==> config.mk <==
export PLATFORM = sky130hd
export DESIGN_NAME = tinyalu_cmd_driver_flat
export DESIGN_NICKNAME = d
export VERILOG_FILES = /design/src/rtl/tinyalu_cmd_driver_if.sv /design/src/rtl/tinyalu_cmd_driver.sv /design/src/flat_wrapper.sv
export SDC_FILE = /design/constraint.sdc
export NUM_CORES = 1
export LEC_CHECK = 0
export CORE_MARGIN = 2
export CORE_UTILIZATION = 53
export CTS_CLUSTER_DIAMETER = 40
export DETAILED_ROUTE_END_ITERATION = 8
export GPL_ROUTABILITY_DRIVEN = 0
export PLACE_DENSITY_LB_ADDON = 0.2
export SLEW_MARGIN = 0
export SYNTH_ARGS = -nofsm -noshare
export SYNTH_HDL_FRONTEND = slang
export SYNTH_SLANG_ARGS = --single-unit
==> constraint.sdc <==
create_clock -name clk -period 3.4 [get_ports clk]
set_clock_uncertainty 0.15 [all_clocks]
set_input_delay 0.68 -clock clk [delete_from_list [all_inputs] [get_ports clk]]
set_output_delay 0.68 -clock clk [all_outputs]
set_load 0.05 [all_outputs]
==> src/rtl/tinyalu_cmd_driver_if.sv <==
// Command/response bundle between a command source and tinyalu_cmd_driver.
// The master side offers commands and consumes responses; the slave side is the driver.
interface tinyalu_cmd_driver_if #(
    parameter int unsigned DATA_W = 8
);
    logic                cmd_valid;
    logic                cmd_ready;
    logic [2:0]          cmd_op;
    logic [DATA_W-1:0]   cmd_a;
    logic [DATA_W-1:0]   cmd_b;
    logic                rsp_valid;
    logic                rsp_ready;
    logic [2:0]          rsp_op;
    logic [2*DATA_W-1:0] rsp_result;
    logic [1:0]          rsp_status;

    modport master (
        output cmd_valid, cmd_op, cmd_a, cmd_b, rsp_ready,
        input  cmd_ready, rsp_valid, rsp_op, rsp_result, rsp_status
    );

    modport slave (
        input  cmd_valid, cmd_op, cmd_a, cmd_b, rsp_ready,
        output cmd_ready, rsp_valid, rsp_op, rsp_result, rsp_status
    );
endinterface

==> src/rtl/tinyalu_cmd_driver.sv <==
// Queued command driver for a TinyALU-class ALU: buffers commands in a small FIFO and
// sequences one ALU operation at a time, returning result and status as a response.
module tinyalu_cmd_driver #(
    parameter int unsigned DATA_W     = 8,
    parameter int unsigned DEPTH      = 4,
    parameter int unsigned TIMEOUT    = 64,
    parameter int unsigned RST_CYCLES = 2
) (
    input  logic                  clk,
    input  logic                  reset,
    tinyalu_cmd_driver_if.slave   bus,
    output logic [DATA_W-1:0]     alu_a,
    output logic [DATA_W-1:0]     alu_b,
    output logic [2:0]            alu_op,
    output logic                  alu_start,
    output logic                  alu_reset_n,
    input  logic                  alu_done,
    input  logic [2*DATA_W-1:0]   alu_result,
    output logic [$clog2(DEPTH):0] fifo_count
);

    localparam int unsigned PtrW = $clog2(DEPTH);
    localparam int unsigned CntW = PtrW + 1;
    localparam int unsigned TmrW = $clog2(TIMEOUT + 1);
    localparam int unsigned RcW  = $clog2(RST_CYCLES + 1);

    localparam logic [CntW-1:0] DepthCnt = CntW'(DEPTH);
    localparam logic [TmrW-1:0] TmrLast  = TmrW'(TIMEOUT - 1);
    localparam logic [RcW-1:0]  RcLast   = RcW'(RST_CYCLES - 1);

    localparam logic [2:0] OpNoOp = 3'b000;
    localparam logic [2:0] OpAdd  = 3'b001;
    localparam logic [2:0] OpAnd  = 3'b010;
    localparam logic [2:0] OpXor  = 3'b011;
    localparam logic [2:0] OpMul  = 3'b100;
    localparam logic [2:0] OpRst  = 3'b111;

    localparam logic [1:0] StatOk      = 2'b00;
    localparam logic [1:0] StatIllegal = 2'b01;
    localparam logic [1:0] StatTimeout = 2'b10;

    typedef struct packed {
        logic [2:0]        op;
        logic [DATA_W-1:0] a;
        logic [DATA_W-1:0] b;
    } cmd_t;

    typedef enum logic [1:0] {StIdle, StRun, StAluRst, StResp} state_e;

    // ---------------------------------------------------------------- FIFO
    cmd_t            mem_q [DEPTH];
    logic [PtrW-1:0] wr_ptr_q, rd_ptr_q;
    logic [CntW-1:0] count_q, count_d;
    logic            full_q;
    logic            push, pop;
    cmd_t            head;

    assign push = bus.cmd_valid && !full_q;
    assign head = mem_q[rd_ptr_q];

    always_comb begin
        count_d = count_q;
        unique case ({push, pop})
            2'b10:   count_d = count_q + 1'b1;
            2'b01:   count_d = count_q - 1'b1;
            default: count_d = count_q;
        endcase
    end

    always_ff @(posedge clk) begin
        if (push) begin
            mem_q[wr_ptr_q] <= '{op: bus.cmd_op, a: bus.cmd_a, b: bus.cmd_b};
        end
    end

    always_ff @(posedge clk) begin
        if (reset) begin
            wr_ptr_q <= '0;
            rd_ptr_q <= '0;
            count_q  <= '0;
            full_q   <= 1'b0;
        end else begin
            if (push) wr_ptr_q <= wr_ptr_q + 1'b1;
            if (pop)  rd_ptr_q <= rd_ptr_q + 1'b1;
            count_q <= count_d;
            full_q  <= (count_d == DepthCnt);
        end
    end

    // ---------------------------------------------------------------- FSM
    state_e                state_q, state_d;
    logic [DATA_W-1:0]     alu_a_q, alu_a_d, alu_b_q, alu_b_d;
    logic [2:0]            alu_op_q, alu_op_d;
    logic                  alu_start_q, alu_start_d;
    logic                  alu_reset_n_q, alu_reset_n_d;
    logic                  rsp_valid_q, rsp_valid_d;
    logic [2:0]            rsp_op_q, rsp_op_d;
    logic [2*DATA_W-1:0]   rsp_result_q, rsp_result_d;
    logic [1:0]            rsp_status_q, rsp_status_d;
    logic [TmrW-1:0]       timer_q, timer_d;
    logic [RcW-1:0]        rst_cnt_q, rst_cnt_d;

    always_comb begin
        state_d       = state_q;
        alu_a_d       = alu_a_q;
        alu_b_d       = alu_b_q;
        alu_op_d      = alu_op_q;
        alu_start_d   = alu_start_q;
        alu_reset_n_d = 1'b1;
        rsp_valid_d   = rsp_valid_q;
        rsp_op_d      = rsp_op_q;
        rsp_result_d  = rsp_result_q;
        rsp_status_d  = rsp_status_q;
        timer_d       = timer_q;
        rst_cnt_d     = rst_cnt_q;
        pop           = 1'b0;

        case (state_q)
            StIdle: begin
                if (count_q != '0) begin
                    pop          = 1'b1;
                    alu_a_d      = head.a;
                    alu_b_d      = head.b;
                    alu_op_d     = head.op;
                    rsp_op_d     = head.op;
                    rsp_result_d = '0;
                    rsp_status_d = StatOk;
                    unique case (head.op)
                        OpNoOp, OpAdd, OpAnd, OpXor, OpMul: begin
                            alu_start_d = 1'b1;
                            timer_d     = '0;
                            state_d     = StRun;
                        end
                        OpRst: begin
                            alu_reset_n_d = 1'b0;
                            rst_cnt_d     = '0;
                            state_d       = StAluRst;
                        end
                        default: begin
                            rsp_status_d = StatIllegal;
                            rsp_valid_d  = 1'b1;
                            state_d      = StResp;
                        end
                    endcase
                end
            end
            StRun: begin
                // no_op: one start cycle, then one settling cycle before responding
                if (alu_op_q == OpNoOp) begin
                    if (alu_start_q) begin
                        alu_start_d = 1'b0;
                    end else begin
                        rsp_valid_d = 1'b1;
                        state_d     = StResp;
                    end
                end else if (alu_done) begin
                    alu_start_d  = 1'b0;
                    rsp_result_d = alu_result;
                    rsp_valid_d  = 1'b1;
                    state_d      = StResp;
                end else if (timer_q == TmrLast) begin
                    alu_start_d   = 1'b0;
                    rsp_status_d  = StatTimeout;
                    rsp_result_d  = '0;
                    alu_reset_n_d = 1'b0;
                    rst_cnt_d     = '0;
                    state_d       = StAluRst;
                end else begin
                    timer_d = timer_q + 1'b1;
                end
            end
            StAluRst: begin
                if (rst_cnt_q == RcLast) begin
                    rsp_valid_d = 1'b1;
                    state_d     = StResp;
                end else begin
                    alu_reset_n_d = 1'b0;
                    rst_cnt_d     = rst_cnt_q + 1'b1;
                end
            end
            StResp: begin
                if (bus.rsp_ready) begin
                    rsp_valid_d = 1'b0;
                    state_d     = StIdle;
                end
            end
            default: state_d = StIdle;
        endcase
    end

    always_ff @(posedge clk) begin
        if (reset) begin
            state_q       <= StIdle;
            alu_a_q       <= '0;
            alu_b_q       <= '0;
            alu_op_q      <= '0;
            alu_start_q   <= 1'b0;
            alu_reset_n_q <= 1'b0;
            rsp_valid_q   <= 1'b0;
            rsp_op_q      <= '0;
            rsp_result_q  <= '0;
            rsp_status_q  <= '0;
            timer_q       <= '0;
            rst_cnt_q     <= '0;
        end else begin
            state_q       <= state_d;
            alu_a_q       <= alu_a_d;
            alu_b_q       <= alu_b_d;
            alu_op_q      <= alu_op_d;
            alu_start_q   <= alu_start_d;
            alu_reset_n_q <= alu_reset_n_d;
            rsp_valid_q   <= rsp_valid_d;
            rsp_op_q      <= rsp_op_d;
            rsp_result_q  <= rsp_result_d;
            rsp_status_q  <= rsp_status_d;
            timer_q       <= timer_d;
            rst_cnt_q     <= rst_cnt_d;
        end
    end

    assign alu_a          = alu_a_q;
    assign alu_b          = alu_b_q;
    assign alu_op         = alu_op_q;
    assign alu_start      = alu_start_q;
    assign alu_reset_n    = alu_reset_n_q;
    assign fifo_count     = count_q;
    assign bus.cmd_ready  = !full_q;
    assign bus.rsp_valid  = rsp_valid_q;
    assign bus.rsp_op     = rsp_op_q;
    assign bus.rsp_result = rsp_result_q;
    assign bus.rsp_status = rsp_status_q;

endmodule
==> src/flat_wrapper.sv <==
// flat-port wrapper written by rule: the top's interface ports become plain ports
module tinyalu_cmd_driver_flat 
#(
    parameter int unsigned DATA_W     = 8,
    parameter int unsigned DEPTH      = 4,
    parameter int unsigned TIMEOUT    = 64,
    parameter int unsigned RST_CYCLES = 2
)
  (clk, reset, alu_a, alu_b, alu_op, alu_start, alu_reset_n, alu_done, alu_result, fifo_count, bus_cmd_valid, bus_cmd_op, bus_cmd_a, bus_cmd_b, bus_rsp_ready, bus_cmd_ready, bus_rsp_valid, bus_rsp_op, bus_rsp_result, bus_rsp_status);
  tinyalu_cmd_driver_if #(.DATA_W(DATA_W)) bus_i ();
  input  logic clk;
  input  logic reset;
  output logic [DATA_W-1:0] alu_a;
  output logic [DATA_W-1:0] alu_b;
  output logic [2:0] alu_op;
  output logic alu_start;
  output logic alu_reset_n;
  input  logic alu_done;
  input  logic [2*DATA_W-1:0] alu_result;
  output logic [$clog2(DEPTH):0] fifo_count;
  input wire logic [$bits(bus_i.cmd_valid)-1:0] bus_cmd_valid;
  input wire logic [$bits(bus_i.cmd_op)-1:0] bus_cmd_op;
  input wire logic [$bits(bus_i.cmd_a)-1:0] bus_cmd_a;
  input wire logic [$bits(bus_i.cmd_b)-1:0] bus_cmd_b;
  input wire logic [$bits(bus_i.rsp_ready)-1:0] bus_rsp_ready;
  output wire logic [$bits(bus_i.cmd_ready)-1:0] bus_cmd_ready;
  output wire logic [$bits(bus_i.rsp_valid)-1:0] bus_rsp_valid;
  output wire logic [$bits(bus_i.rsp_op)-1:0] bus_rsp_op;
  output wire logic [$bits(bus_i.rsp_result)-1:0] bus_rsp_result;
  output wire logic [$bits(bus_i.rsp_status)-1:0] bus_rsp_status;
  assign bus_i.cmd_valid = bus_cmd_valid;
  assign bus_i.cmd_op = bus_cmd_op;
  assign bus_i.cmd_a = bus_cmd_a;
  assign bus_i.cmd_b = bus_cmd_b;
  assign bus_i.rsp_ready = bus_rsp_ready;
  assign bus_cmd_ready = bus_i.cmd_ready;
  assign bus_rsp_valid = bus_i.rsp_valid;
  assign bus_rsp_op = bus_i.rsp_op;
  assign bus_rsp_result = bus_i.rsp_result;
  assign bus_rsp_status = bus_i.rsp_status;
  tinyalu_cmd_driver #(.DATA_W(DATA_W), .DEPTH(DEPTH), .TIMEOUT(TIMEOUT), .RST_CYCLES(RST_CYCLES)) u_core (.clk(clk), .reset(reset), .bus(bus_i), .alu_a(alu_a), .alu_b(alu_b), .alu_op(alu_op), .alu_start(alu_start), .alu_reset_n(alu_reset_n), .alu_done(alu_done), .alu_result(alu_result), .fifo_count(fifo_count));
endmodule
==> results of run 1 <==
-- metrics by stage --
stage                     cells  hold WS [ns]  utilization [%]  instance area (um^2)  total power [W]
after floorplan             435         0.291                -                  5580          0.00378
after global placement      644         0.292             64.0                  6580          0.00436
after detailed placement    644         0.300             64.0                  6580          0.00440
after CTS                   676         0.309             69.6                  7160          0.00619
after global routing        676         0.322             69.6                  7160          0.00644
final                       676         0.308             69.6                  7160          0.00614
-- cell usage in the layout (no fill, tap or decap), types with 3 or more instances in the layout --
master            n
clkdlybuf4s50_1  86
nand2_1          77
edfxtp_1         76
dfxtp_1          61
a21oi_1          35
inv_1            20
nor2_1           19
mux2i_1          17
clkbuf_16        16
mux4_2           14
ha_1             13
buf_4            11
nand3_1           9
and2_1            6
mux4_1            5
inv_6             5
o21ai_0           4
xor2_1            4
inv_8             4
xnor2_1           3
and3_1            3
o31ai_1           3
o32ai_1           3
or2_2             3
clkinvlp_4        3
-- flip-flops by register name (all words and copies together) (netlist names), named ones only --
name,cells
u_core.rst_cnt_q,2
u_core.bus.rsp_status,2
u_core.bus.rsp_result,16
u_core.wr_ptr_q,2
u_core.mem_q,76
u_core.alu_a,8
u_core.full_q,1
u_core.alu_start,1
u_core.alu_reset_n,1
u_core.rd_ptr_q,2
u_core.bus.rsp_valid,1
u_core.state_q,2
u_core.fifo_count,3
u_core.alu_op,3
u_core.alu_b,8
u_core.timer_q,7
-- power by group --
part | internal (W) | total [W] | leakage [nW] | switching [W]
registers | 0.00201 | 0.00217 | 1.19 | 0.000161
logic | 0.000808 | 0.00220 | 1.02 | 0.00139
clock network | 0.00102 | 0.00177 | 0.277 | 0.000749
-- logic make-up after synthesis --
| logic type | after synthesis | share of synthesized area (%) |
|---|---|---|
| flip-flops | 137 | 62.8 |
| XOR/XNOR | 7 | 1.10 |
| multiplexers | 36 | 11.0 |
| AND/OR/NAND/NOR | 131 | 10.3 |
| AO/OA/AOI/OAI | 65 | 8.02 |
| adder cells (fa/ha/maj) | 14 | 3.27 |
| buffers and inverters | 45 | 3.50 |
-- area by class of cell --
class	instances	area [um^2]	area share (%)
Inverter	21	78.8	1.10
Multi-Input combinational cell	253	1880	26.3
Clock inverter	14	150	2.10
Timing Repair Buffer	97	943	13.2
Clock buffer	18	428	5.98
Sequential cell	137	3500	48.9
Tap cell	136	170	2.38
-- final timing paths --
| path | start | to | cells after the start |
|---|---|---|---|
| worst max-delay path | u_core.fifo_count[1] | u_core.state_q[1] | 7 |
| worst max register to register | u_core.fifo_count[1] | u_core.state_q[1] | 7 |
| worst min-delay path | u_core.alu_b[0] | u_core.alu_b[0] | 2 |
| worst min register to register | u_core.alu_b[0] | u_core.alu_b[0] | 2 |
-- routing by layer --
layer / up-vias / part of all wire (%)
li1: 1759 / -
met1: 1797 / 43
met2: 121 / 50
met3: 5 / 6.2
met4: 0 / 0.71
met5: - / 0
-- tightest hold or removal path, delay by kind of cell, from the launching register on --
family           cells  cell delay [ns]
flip-flops           1             0.31
AND/OR/NAND/NOR      1             0.05
AO/OA/AOI/OAI        1             0.05
==> summary.md, run 1 <==
| Metric | Value |
|---|---|
| Post-Route WL | `11200 um` |
| Data required time at the worst endpoint | `between 3 and 4 ns` |
| Remaining DRCs | `0` |
| Share of synthesized flip-flops with an asynchronous set or reset | `0%` |
| Starting Density | `54.3%` |
| Routed vias/inst | `~5.4` |
| Clock period minus final worst setup slack | `around 2.9 ns` |
| H-Tree Level Count | `4` |
| Number of max-slew violations in the final report | `0` |
| Cell Area, Synth | `0.00558 mm^2` |
| Minimum setup slack in the final design | `~0.53 ns` |
| Number of flops mapped to enable cells by yosys | `76` |
| Count of fill cells added during filler insertion | `~740` |
| Number of synthesized register bits | `about 140` |
| Die Span Y | `107 um` |
| Worst VDD drop | `0.573 mV` |
| Synth unique cells | `52` |
| Post-route setup TNS | `0 ns` |
| Max capacitance violation total | `0` |
| Routing layer with the top usage in global route | `met2` |
| HPWL after DPL | `roughly 7000 um` |
| Max clock buf depth | `2` |
| List of cells traversed by the critical path | `o31ai_4 -> clkinv_1 -> buf_4 -> nor2_1 -> a2111o_1 -> a21oi_1 -> a221oi_1` |
| Unrepaired setup endpoints after global routing | `false` |
| Met2 capacity usage during global routing | `34.5%` |
| Outcome | `completed` |
| Total via count in the routed design | `3682` |
| GR Util met3 | `under 10%` |
| Hold-fix buffers at CTS | `0` |
| Width of the die | `around 110 um` |
| Clock tree from TritonCTS | `yes` |
| Worst Hold Class | `register to register` |
| Synth area leader | `edfxtp_1` |
| Cell types with the largest area share after synthesis | `edfxtp_1, dfxtp_1, mux4_2, nand2_1, a21oi_1` |
| Transition time at the pin with the least slew margin | `around 1.0 ns` |
| First DRT Iteration DRCs | `approximately 200` |
| Total setup buffers inserted after CTS | `0` |
| Inserted Clock Buffers | `17` |
| Remaining max-slew budget at the tightest pin | `about 31%` |
| Family with the most delay on the worst path | `compound AO/OA/AOI/OAI gates` |
| Syn Inst Count | `435` |
| Power Density | `approximately 860 mW/mm^2` |
| N_diodes | `0` |
| Overflow after GRT | `0` |
| Avg Synthesized Cell Area | `12.8 um^2` |
| Part of the Yosys area used for sequential elements | `between 60% and 70%` |
| Post-route antenna net violation count | `0` |
| Avg WL per Cell | `about 17 um` |
| Global-route wire length before repair | `~18000 um` |
| Die footprint | `between 0.01 and 0.015 mm^2` |
| Buffers & Inverters on Critical Path | `2` |
| Largest net degree at the start of global routing | `45` |
| Share of the clock period used by the worst path | `between 80% and 90%` |
| Lkg Pwr | `approximately 2.5 nW` |
| Reg clk slew, reported paths | `about 0.060 ns` |
| Library cell contributing the largest single delay on the critical path | `o31ai_4` |
| Area grow syn2layout | `28.2%` |
| Number of nets at the end of the flow | `around 580` |
| Minimum setup slack after placement | `around 0.45 ns` |
| Yosys warns | `0` |
| Net Count, Synth | `489` |
| Final number of setup-violating endpoints | `0` |
| Critical path fanouts, max | `25` |
| Predominant post-synthesis flop cell | `edfxtp_1` |
| Stage delay of the slowest cell on the critical path | `0.90 ns` |
| Worst-skew pair later-pin latency | `0.51 ns` |
| Worst-case register-to-register setup slack | `0.53 ns` |
| Cells resized by post-CTS repair | `0` |
| Number of antenna violations at the first check in global routing | `0` |
| Top-level I/O count | `slightly below 90` |
| Clock sink count | `~140` |
| Commonest cells in the netlist | `nand2_1, edfxtp_1, dfxtp_1` |
| M1 GR Usage | `26.5%` |
| Endpoint arrival time on the critical path | `around 3.1 ns` |
| Category of the most critical setup path | `register to register` |
| Most repeated cell in the gate-level netlist after synthesis | `nand2_1` |
| Fraction of synthesized cell area taken by the top area cell type | `between 40% and 50%` |
| Core area | `0.0103 mm^2` |
| Clock root buffer | `clkbuf_8` |
| # port buffers | `86` |
| Fraction of final layout cells sized beyond drive strength 1 | `between 10 and 15%` |
| Number of global-route vias before repair | `3661` |
| Final hold violations | `0` |
| Kind of start point of the critical path | `register` |
| Aggregate global-route resource usage | `20.7%` |
| Total iterations of the first detailed-routing run | `5` |
| Fmax | `349 MHz` |
| Num rows | `37` |
| Endpoint class of the critical path | `register` |
Power figures use the tool's default switching activity.
==> run 2: changes to the inputs <==
- CORE_UTILIZATION: 53 -> 48
- clock period: 3.4 -> 2.4 ns (I/O delays scaled with it)
==> run 2 against run 1 <==
Against the previous run: first-iteration DRC count grew 6.1%; clock power grew 47%; register-to-register slack got worse by 0.39 ns; power is 47% higher; cell area grew 2.9%; die area increased by 10%; wire length shrank 0.92%; critical endpoint is now alu_op[1]; sequential cell count unchanged; combinational power up 51%; largest power group unchanged; cell count up 3.3%; worst hold slack lost 0.0024 ns; global-route usage decreased by 1.7 points.
==> summary.md, run 2 (synthesis gave the netlist of run 1 again) <==
| Metric | Value |
|---|---|
| List of cells traversed by the critical path | `clkdlybuf4s50_1 (was o31ai_4 -> clkinv_1 -> buf_4 -> nor2_1 -> a2111o_1 -> a21oi_1 -> a221oi_1)` |
| Die footprint | `0.0125 mm^2 (was 0.0114 mm^2)` |
| Share of the clock period used by the worst path | `95.9%` |
| Highest-count cells in the layout ignoring fill and taps | `clkdlybuf4s50_1, nand2_1, edfxtp_1 (unchanged)` |
| Combinational Power Share | `37.0% (was 35.8%)` |
| Aggregate global-route resource usage | `19.0% (was 20.7%)` |
| Final hold violations | `0 (unchanged)` |
| Top-level I/O count | `87 (unchanged)` |
| Total power draw | `0.00900 W (was 0.00614 W)` |
| Clock tree from TritonCTS | `yes (unchanged)` |
| Most common library cell in the layout ignoring fill and taps | `clkdlybuf4s50_1 (unchanged)` |
| Relative contribution of the clock network to total power | `29.0% (was 28.8%)` |
| Number of antenna violations at the first check in global routing | `0 (unchanged)` |
| Reg clk slew, reported paths | `0.05 ns (was 0.06 ns)` |
| Fmax | `~430 MHz` |
| Count of fill cells added during filler insertion | `863 (was 742)` |
| Post-Route WL | `11100 um (was 11200 um)` |
| Final core utilization | `64.8% (was 69.6%)` |
| Core area | `0.0114 mm^2 (was 0.0103 mm^2)` |
| Width of the die | `112 um (was 107 um)` |
| Clock root buffer | `clkbuf_16 (was clkbuf_8)` |
| Clock period minus final worst setup slack | `2.30 ns` |
| Switching portion of total power | `35.3% (was 37.5%)` |
| Worst Hold Class | `register to register (unchanged)` |
| Max capacitance violation total | `0 (unchanged)` |
| Power Density | `1220 mW/mm^2 (was 858 mW/mm^2)` |
| Die Span Y | `112 um (was 107 um)` |
| Critical path fanouts, max | `5 (was 25)` |
| Final number of setup-violating endpoints | `0 (unchanged)` |
| Int Pwr | `0.00583 W (was 0.00384 W)` |
| Outcome | `completed (unchanged)` |
| Remaining DRCs | `0 (unchanged)` |
| Worst VDD drop | `0.935 mV (was 0.573 mV)` |
| Most flop-heavy register | `u_core.mem_q (unchanged)` |
| Lkg Pwr | `2.60 nW (was 2.50 nW)` |
| Number of non-filler instances in the completed layout | `698 (was 676)` |
| Avg WL per Cell | `15.9 um (was 16.6 um)` |
| Max clock buf depth | `2 (unchanged)` |
| Psw | `0.00318 W (was 0.00230 W)` |
| Clock sink count | `137 (unchanged)` |
| Number of max-slew violations in the final report | `0 (unchanged)` |
| Data required time at the worst endpoint | `1.77 ns (was 3.67 ns)` |
| Stage delay of the slowest cell on the critical path | `0.84 ns (was 0.90 ns)` |
| Overflow after GRT | `0 (unchanged)` |
| Kind of start point of the critical path | `register (unchanged)` |
| Remaining max-slew budget at the tightest pin | `65.4% (was 31.1%)` |
| Total non-filler cell area in the finished layout | `0.00736 mm^2 (was 0.00716 mm^2)` |
| Worst-skew pair later-pin latency | `0.41 ns (was 0.51 ns)` |
| Standard cell area after detailed placement | `0.00675 mm^2 (was 0.00658 mm^2)` |
| First DRT Iteration DRCs | `209 (was 197)` |
| N_diodes | `0 (unchanged)` |
| Routed vias/inst | `5.28 (was 5.45)` |
| Number of nets at the end of the flow | `596 (was 581)` |
| Sequential power share | `34.0% (was 35.4%)` |
| Endpoint class of the critical path | `output pin (was register)` |
| Number of flip-flops under the largest register name | `76 (unchanged)` |
| Buffers & Inverters on Critical Path | `1 (was 2)` |
| Global-route wire length before repair | `18600 um (was 18000 um)` |
| Starting Density | `49.1% (was 54.3%)` |
| Num rows | `39 (was 37)` |
| H-Tree Level Count | `4 (unchanged)` |
| Total setup buffers inserted after CTS | `0 (unchanged)` |
| HPWL after DPL | `7620 um (was 7070 um)` |
| # port buffers | `86 (unchanged)` |
| Number of global-route vias before repair | `3788 (was 3661)` |
| Inserted Clock Buffers | `17 (unchanged)` |
| Post-route antenna net violation count | `0 (unchanged)` |
| Area grow syn2layout | `31.9% (was 28.2%)` |
| Largest net degree at the start of global routing | `24 (was 45)` |
| Category of the most critical setup path | `register to output pin (was register to register)` |
| Fraction of final layout cells sized beyond drive strength 1 | `15.1% (was 12.0%)` |
| Total iterations of the first detailed-routing run | `4 (was 5)` |
| Endpoint arrival time on the critical path | `1.67 ns (was 3.14 ns)` |
| Family with the most delay on the worst path | `buffers and inverters (was compound AO/OA/AOI/OAI gates)` |
| Transition time at the pin with the least slew margin | `0.518 ns (was 1.03 ns)` |
| Library cell contributing the largest single delay on the critical path | `clkdlybuf4s50_1 (was o31ai_4)` |
| Total via count in the routed design | `3683 (was 3682)` |
| Inst Count DP | `666 (was 644)` |
-- run 2: changes by cell type in the layout (fill, tap and decap cells not counted), moves of 2 or more --
cell       delta
buf_12        +4
buf_4        +11
bufinv_16     +2
clkbuf_1      +4
clkinv_2      +2
dfxtp_1       -4
dfxtp_2       +4
inv_6         -4
inv_8         -4
-- run 2: metal layers --
layer  routed length (um)  GRT usage [%]
met5                    0              0
met2                 5560           31.2
met1                 4790           23.9
met3                  620           5.55
met4                  160           7.49
-- run 2: power by group through the flow --
stage | sequential [W] | clock, W | combinational, W
6_report | 0.00307 | 0.00261 | 0.00333
2_1_floorplan | 0.00369 | 0 | 0.00168
5_1_grt | 0.00311 | 0.00276 | 0.00359
3_3_place_gp | 0.00310 | 0 | 0.00327
3_5_place_dp | 0.00311 | 0 | 0.00331
4_1_cts | 0.00307 | 0.00266 | 0.00332
-- run 2: what timing repair did --
action                     CTS  global route
resized for setup            0             3
hold buffers                 0             0
setup endpoints to repair    0             6
-- run 2: area by class of cell --
type                            instances  area, um^2  area share (%)
Sequential cell                       137        3510            47.6
Inverter                               21        80.1            1.09
Tap cell                              143         179            2.43
Clock inverter                         10         144            1.95
Timing Repair Buffer                  112        1100            15.0
Clock buffer                           22         454            6.17
Multi-Input combinational cell        253        1900            25.8
-- run 2: stage by stage --
step,TNS (ns),hold WS [ns],worst slack (ns)
after CTS,0,0.309,0.0313
after global placement,0,0.293,0.00725
after global routing,-0.00173,0.323,-0.00173
after floorplan,0,0.291,0.00854
after detailed placement,-0.0608,0.297,-0.0608
final,0,0.305,0.0981
-- run 2: worst paths after layout --
check | startpoint | end | slack [ns] | depth (start not counted)
worst min register to register | u_core.bus.rsp_result[9] | u_core.bus.rsp_result[9] | 0.31 | 2
worst min-delay path | u_core.bus.rsp_result[9] | u_core.bus.rsp_result[9] | 0.31 | 2
worst max register to register | u_core.state_q[0] | u_core.full_q | 0.14 | 11
worst max-delay path | u_core.alu_op[1] | alu_op[1] | 0.1 | 1
-- run 2: tightest hold or removal path: cells and delay by family (launching register included) --
kind,cells,cell delay [ns]
flip-flops,1,0.30
AND/OR/NAND/NOR,1,0.05
multiplexers,1,0.05
